<file path="src/rtl/debug_pkg.sv">
// rtl/debug_pkg.sv - shared types and sizes for the debug write-entry block
package debug_pkg;

    typedef enum logic [1:0] {
        IDLE = 2'd0,
        REQ  = 2'd1,
        DONE = 2'd2
    } state_t;

    localparam int DBG_ADDR_W = 7;
    localparam int DBG_DATA_W = 32;
    localparam int NIBBLES    = DBG_DATA_W / 4;

endpackage

</file>
<file path="src/rtl/nibble_shift_reg.sv">
// rtl/nibble_shift_reg.sv - hex-nibble entry word with saturating nibble count
module nibble_shift_reg
    import debug_pkg::*;
#(
    parameter int DATA_W = DBG_DATA_W
) (
    input  logic              clk,
    input  logic              rstn,
    input  logic              clear,
    input  logic              shift,
    input  logic [3:0]        nibble,
    output logic [DATA_W-1:0] word,
    output logic [3:0]        count
);

    localparam logic [3:0] CNT_FULL = 4'(DATA_W / 4);

    logic [DATA_W-1:0] word_q, word_d;
    logic [3:0]        count_q, count_d;

    // Clear wins over shift; once full, shifting keeps dropping the oldest nibble.
    always_comb begin
        word_d  = word_q;
        count_d = count_q;
        if (clear) begin
            word_d  = '0;
            count_d = 4'd0;
        end else if (shift) begin
            word_d  = {word_q[DATA_W-5:0], nibble};
            count_d = (count_q == CNT_FULL) ? count_q : count_q + 4'd1;
        end
    end

    // Entry word and count registers.
    always_ff @(posedge clk or negedge rstn) begin
        if (!rstn) begin
            word_q  <= '0;
            count_q <= 4'd0;
        end else begin
            word_q  <= word_d;
            count_q <= count_d;
        end
    end

    assign word  = word_q;
    assign count = count_q;

endmodule

</file>
<file path="src/rtl/debug_wr_entry.sv">
// rtl/debug_wr_entry.sv - builds a word from switch nibbles and writes it to the core debug port
module debug_wr_entry
    import debug_pkg::*;
#(
    parameter int DATA_W  = DBG_DATA_W,
    parameter int ADDR_W  = DBG_ADDR_W,
    parameter int TIMEOUT = 1024
) (
    input  logic              clk,
    input  logic              rstn,
    input  logic [3:0]        nibble_in,
    input  logic [ADDR_W-1:0] addr_in,
    input  logic              btn_shift,
    input  logic              btn_commit,
    input  logic              btn_clear,
    input  logic              wr_ack,
    output logic              wr_req,
    output logic [ADDR_W-1:0] wr_addr,
    output logic [DATA_W-1:0] wr_data,
    output logic [DATA_W-1:0] entry_data,
    output logic [3:0]        nib_cnt,
    output logic              busy,
    output logic              done,
    output logic              err
);

    localparam int               CNT_W    = $clog2(TIMEOUT);
    localparam logic [CNT_W-1:0] CNT_LAST = CNT_W'(TIMEOUT - 1);

    state_t            state_q, state_d;
    logic [CNT_W-1:0]  cnt_q, cnt_d;
    logic              wr_req_q, wr_req_d;
    logic [ADDR_W-1:0] wr_addr_q, wr_addr_d;
    logic [DATA_W-1:0] wr_data_q, wr_data_d;
    logic              busy_q, busy_d;
    logic              done_q, done_d;
    logic              err_q, err_d;
    logic              sr_clear;
    logic              sr_shift;

    nibble_shift_reg #(
        .DATA_W (DATA_W)
    ) u_shift (
        .clk    (clk),
        .rstn   (rstn),
        .clear  (sr_clear),
        .shift  (sr_shift),
        .nibble (nibble_in),
        .word   (entry_data),
        .count  (nib_cnt)
    );

    // Next-state logic: buttons act only in IDLE (clear > commit > shift); REQ waits for ack or timeout.
    always_comb begin
        state_d   = state_q;
        cnt_d     = cnt_q;
        wr_req_d  = wr_req_q;
        wr_addr_d = wr_addr_q;
        wr_data_d = wr_data_q;
        busy_d    = busy_q;
        done_d    = 1'b0;
        err_d     = err_q;
        sr_clear  = 1'b0;
        sr_shift  = 1'b0;
        case (state_q)
            IDLE: begin
                if (btn_clear) begin
                    sr_clear = 1'b1;
                    err_d    = 1'b0;
                end else if (btn_commit) begin
                    if (nib_cnt != 4'd0) begin
                        wr_addr_d = addr_in;
                        wr_data_d = entry_data;
                        wr_req_d  = 1'b1;
                        busy_d    = 1'b1;
                        cnt_d     = '0;
                        state_d   = REQ;
                    end
                end else if (btn_shift) begin
                    sr_shift = 1'b1;
                end
            end
            REQ: begin
                if (wr_ack) begin
                    wr_req_d = 1'b0;
                    busy_d   = 1'b0;
                    done_d   = 1'b1;
                    sr_clear = 1'b1;
                    cnt_d    = '0;
                    state_d  = DONE;
                end else if (cnt_q == CNT_LAST) begin
                    wr_req_d = 1'b0;
                    busy_d   = 1'b0;
                    err_d    = 1'b1;
                    cnt_d    = '0;
                    state_d  = IDLE;
                end else begin
                    cnt_d = cnt_q + CNT_W'(1);
                end
            end
            DONE: begin
                state_d = IDLE;
            end
            default: begin
                state_d = IDLE;
            end
        endcase
    end

    // FSM state, timeout counter and registered outputs.
    always_ff @(posedge clk or negedge rstn) begin
        if (!rstn) begin
            state_q   <= IDLE;
            cnt_q     <= '0;
            wr_req_q  <= 1'b0;
            wr_addr_q <= '0;
            wr_data_q <= '0;
            busy_q    <= 1'b0;
            done_q    <= 1'b0;
            err_q     <= 1'b0;
        end else begin
            state_q   <= state_d;
            cnt_q     <= cnt_d;
            wr_req_q  <= wr_req_d;
            wr_addr_q <= wr_addr_d;
            wr_data_q <= wr_data_d;
            busy_q    <= busy_d;
            done_q    <= done_d;
            err_q     <= err_d;
        end
    end

    assign wr_req  = wr_req_q;
    assign wr_addr = wr_addr_q;
    assign wr_data = wr_data_q;
    assign busy    = busy_q;
    assign done    = done_q;
    assign err     = err_q;

endmodule
</file>
<file path="config.mk">
export PLATFORM = sky130hd
export DESIGN_NAME = debug_wr_entry
export DESIGN_NICKNAME = d
export VERILOG_FILES = /design/src/rtl/debug_pkg.sv /design/src/rtl/nibble_shift_reg.sv /design/src/rtl/debug_wr_entry.sv
export SDC_FILE = /design/constraint.sdc
export NUM_CORES = 1
export LEC_CHECK = 0
export CAP_MARGIN = 10
export CORE_UTILIZATION = 30
export CTS_BUF_LIST = sky130_fd_sc_hd__clkbuf_4
export CTS_CLUSTER_DIAMETER = 60
export DETAILED_ROUTE_END_ITERATION = 7
export GPL_TIMING_DRIVEN = 1
export PLACE_DENSITY = 0.51
export RECOVER_POWER = 25
export REMOVE_ABC_BUFFERS = 1
export SYNTH_ARGS = -nofsm -noshare
export SYNTH_HDL_FRONTEND = slang
export SYNTH_SLANG_ARGS = --single-unit
</file>
<file path="constraint.sdc">
create_clock -name clk -period 2.3 [get_ports clk]
set_clock_uncertainty 0.15 [all_clocks]
set_input_delay 0.345 -clock clk [delete_from_list [all_inputs] [get_ports clk]]
set_output_delay 0.345 -clock clk [all_outputs]
set_load 0.02 [all_outputs]
</file>
==> results.py <==
metrics = {
    "status": {
        "status": "complete, but fails checks",
        "violations": "DRC",
    },
    "clock_tree": {
        "clockBufferDepth": 2,
        "clk_latency_ns": 0.42,
        "htreeDepth": 3,
        "cts_root_buf": "clkbuf_4",
        "cts.sinks": 90,
        "cts_inserted_buffers": 9,
        "clk_pin_slew_worst_paths_ns": 0.13,
        "postCtsSetupBuffers": 0,
        "cts_tree": "built",
    },
    "power_and_ir_drop": {
        "vdd_drop_max_mv": 0.344,
        "p_sw_mw": 1.02,
        "switching_share": 0.294,
        "p_clk_frac": 0.241,
        "p_int_mw": 2.45,
        "pwr-share-seq": 0.526,
        "p_per_area_nw_per_um2": 708,
        "p_leak_nw": 2.21,
        "pwr-share-comb": 0.233,
    },
    "worst_hold_path": {
        "hold_class": "flop to flop",
    },
    "timing": {
        "fin_crit_sh": 0.887,
        "tns_ns": 0,
        "max_freq_ghz": 0.490,
        "drv_slew": 0,
        "min_period_ns": 2.04,
        "hold_viol": 0,
        "worst_pin_slew_ns": 1.22,
        "rsz0062_at_grt": "false",
        "timing.hold.ws_ns": 0.370,
        "setup_ws_ns": 0.260,
        "setup_viol": 0,
        "max-slew-margin-rel": 0.184,
    },
    "layout": {
        "design_area_um2": 4910,
        "fillers": 1142,
        "nNetsFinal": 381,
        "final_cell_mix": "clkdlybuf4s50_1, dfrtp_1, mux2_2, a22o_1, clkbuf_4",
        "layout_commonest_cell": "clkdlybuf4s50_1",
        "n_antenna_cell": 0,
        "final_util": 0.424,
        "drive_gt1_frac": 0.195,
        "area_growth_pct": 35.9,
    },
    "die": {
        "die_h_um": 112,
        "core_um2": 11600,
        "floorplan.initialDensity": 0.312,
        "die_area_um2": 12500,
        "ioPinCount": 96,
        "row_count": 39,
        "die_w_um": 112,
    },
    "global_routing": {
        "grt_overflow": 0,
        "track_usage": 0.139,
        "antenna_found_initial": 0,
        "grt_pass1_wl_um": 13700,
        "grt_start_max_net_pins": 72,
        "grt_pass1_vias": 2610,
    },
    "routing": {
        "dr_total_vias": 2505,
        "wire_per_inst_um": 16.1,
        "ant_nets": 0,
        "drt-initial-drc-count": 64,
        "avgViaCountPerCell": 4.93,
        "drtPass1Iterations": 6,
        "wirelength_um": 8170,
        "route.detailed.drc": 3,
    },
    "critical_path": {
        "critPathMaxFanout": 25,
        "path_class": "flop to flop",
        "worst_ep_required_time_ns": 2.46,
        "worstPathArrival_ns": 2.20,
        "end_kind": "flop",
        "cp-start-kind": "flop",
    },
    "synthesis": {
        "syn-cell-area_um2": 3610,
        "synth_seq_area_share": 0.624,
        "netlist_instances": 260,
        "ys_types": 39,
        "yosysWarnings": 0,
        "ys_seq_elements": 90,
        "synth_area_per_cell_um2": 13.9,
    },
    "placement": {
        "portBuffers": 95,
        "dpl.hpwl_um": 5430,
        "place.gp.congestion": 0.699,
        "placed_cell_area_um2": 4770,
        "place_ws_ns": -0.0209,
    },
    "flow_run": {
        "drv_cap": 0,
    },
}
## flip-flops by register name, summed over array words and instances (netlist names)
| register | cells |
|---|---|
| u_shift.word | 32 |
| err | 1 |
| wr_addr | 7 |
| done | 1 |
| cnt_q | 10 |
| state_q | 2 |
| wr_data | 32 |
| u_shift.count | 4 |
| busy | 1 |
## per-layer routing
metal  routed length (µm)  up-vias  global-route usage
met5                    0        -                   0
met4                   87        0              0.0378
met3                  739        7              0.0637
met2                 3600       73               0.209
met1                 3740     1272               0.181
li1                     -     1153                   -
## cells in the mapped netlist (all sizes together)
master | n | area [µm²]
nand3 | 6 | 30.0
nand4 | 1 | 6.26
or2 | 2 | 12.5
or3b | 1 | 8.76
nand2b | 4 | 25.0
nor2b | 1 | 6.26
inv | 4 | 15.0
dfrtp | 90 | 2250
and2 | 2 | 12.5
or3 | 1 | 6.26
o221ai | 1 | 8.76
nor3 | 4 | 25.0
a21oi | 5 | 25.0
and3 | 3 | 18.8
o21bai | 1 | 7.51
o22ai | 1 | 6.26
o21ai | 6 | 30.0
o211ai | 1 | 7.51
a41oi | 1 | 8.76
a21o | 4 | 30.0
and4 | 2 | 17.5
mux2i | 1 | 10.0
xor2 | 2 | 17.5
buf | 16 | 97.6
nor2 | 8 | 30.0
or4 | 1 | 7.51
a211oi | 1 | 7.51
ha | 3 | 37.5
nor3b | 1 | 7.51
mux2 | 41 | 462
nand2 | 7 | 26.3
nand3b | 1 | 7.51
nor4 | 1 | 12.5
o41ai | 2 | 17.5
a31oi | 1 | 21.3
a22o | 33 | 289
## metrics by stage
step           instances  total power [mW]
3_5_place_dp         492              2.68
4_1_cts              508              3.55
5_1_grt              508              3.67
2_1_floorplan        244              2.24
3_3_place_gp         492              2.67
6_report             508              3.47
## critical path, cell delays in order (launching register included)
cell and delay [ns]:
dfrtp_1 0.46, inv_1 0.06, ha_1 0.21, nand2b_1 0.09, o21ai_0 0.12, nor3_4 0.25
buf_12 0.22, mux2_2 0.35
## layout make-up
type	count	area, µm²	area share
Timing Repair Buffer	106	1080	0.220
Clock buffer	9	67.6	0.0138
Clock inverter	6	58.8	0.0120
Inverter	4	15.0	0.00306
Multi-Input combinational cell	150	1250	0.256
Sequential cell	90	2250	0.459
Tap cell	143	179	0.0365
## logic make-up after synthesis
family	synth area share
xor+xnor	0.00485
simple gates	0.0721
fa+ha+maj	0.0104
mux	0.131
buf+inv	0.0312
flops	0.624
compound gates	0.127
## what timing repair did
action	CTS	global route
hold buffers	1	0
gates resized for setup	0	0
hold endpoints to repair	19	0
## power groups by stage
| stage | registers, mW | logic (mW) | clock network, mW |
|---|---|---|---|
| after detailed placement | 1.86 | 0.822 | 0 |
| after global routing | 1.85 | 0.883 | 0.934 |
| after floorplan | 2.00 | 0.246 | 0 |
| after global placement | 1.85 | 0.814 | 0 |
| final | 1.83 | 0.811 | 0.836 |
| after CTS | 1.83 | 0.825 | 0.896 |
## final timing paths
| path | startpoint | to | slack, ns | depth (start not counted) |
|---|---|---|---|---|
| worst max-delay path | u_shift.count[0]$_DFFE_PN0P_ | wr_data[17]$_DFFE_PN0P_ | 0.26 | 7 |
| worst min-delay path | wr_addr[0]$_DFFE_PN0P_ | wr_addr[0]$_DFFE_PN0P_ | 0.37 | 1 |
| worst max register to register | u_shift.count[0]$_DFFE_PN0P_ | wr_data[17]$_DFFE_PN0P_ | 0.26 | 7 |
| worst min register to register | wr_addr[0]$_DFFE_PN0P_ | wr_addr[0]$_DFFE_PN0P_ | 0.37 | 1 |
| max in group asynchronous | rstn | cnt_q[2]$_DFFE_PN0P_ | 0.48 | 3 |
| min in group asynchronous | rstn | state_q[1]$_DFFE_PN0P_ | 0.53 | 2 |
Power figures use the tool's default switching activity.
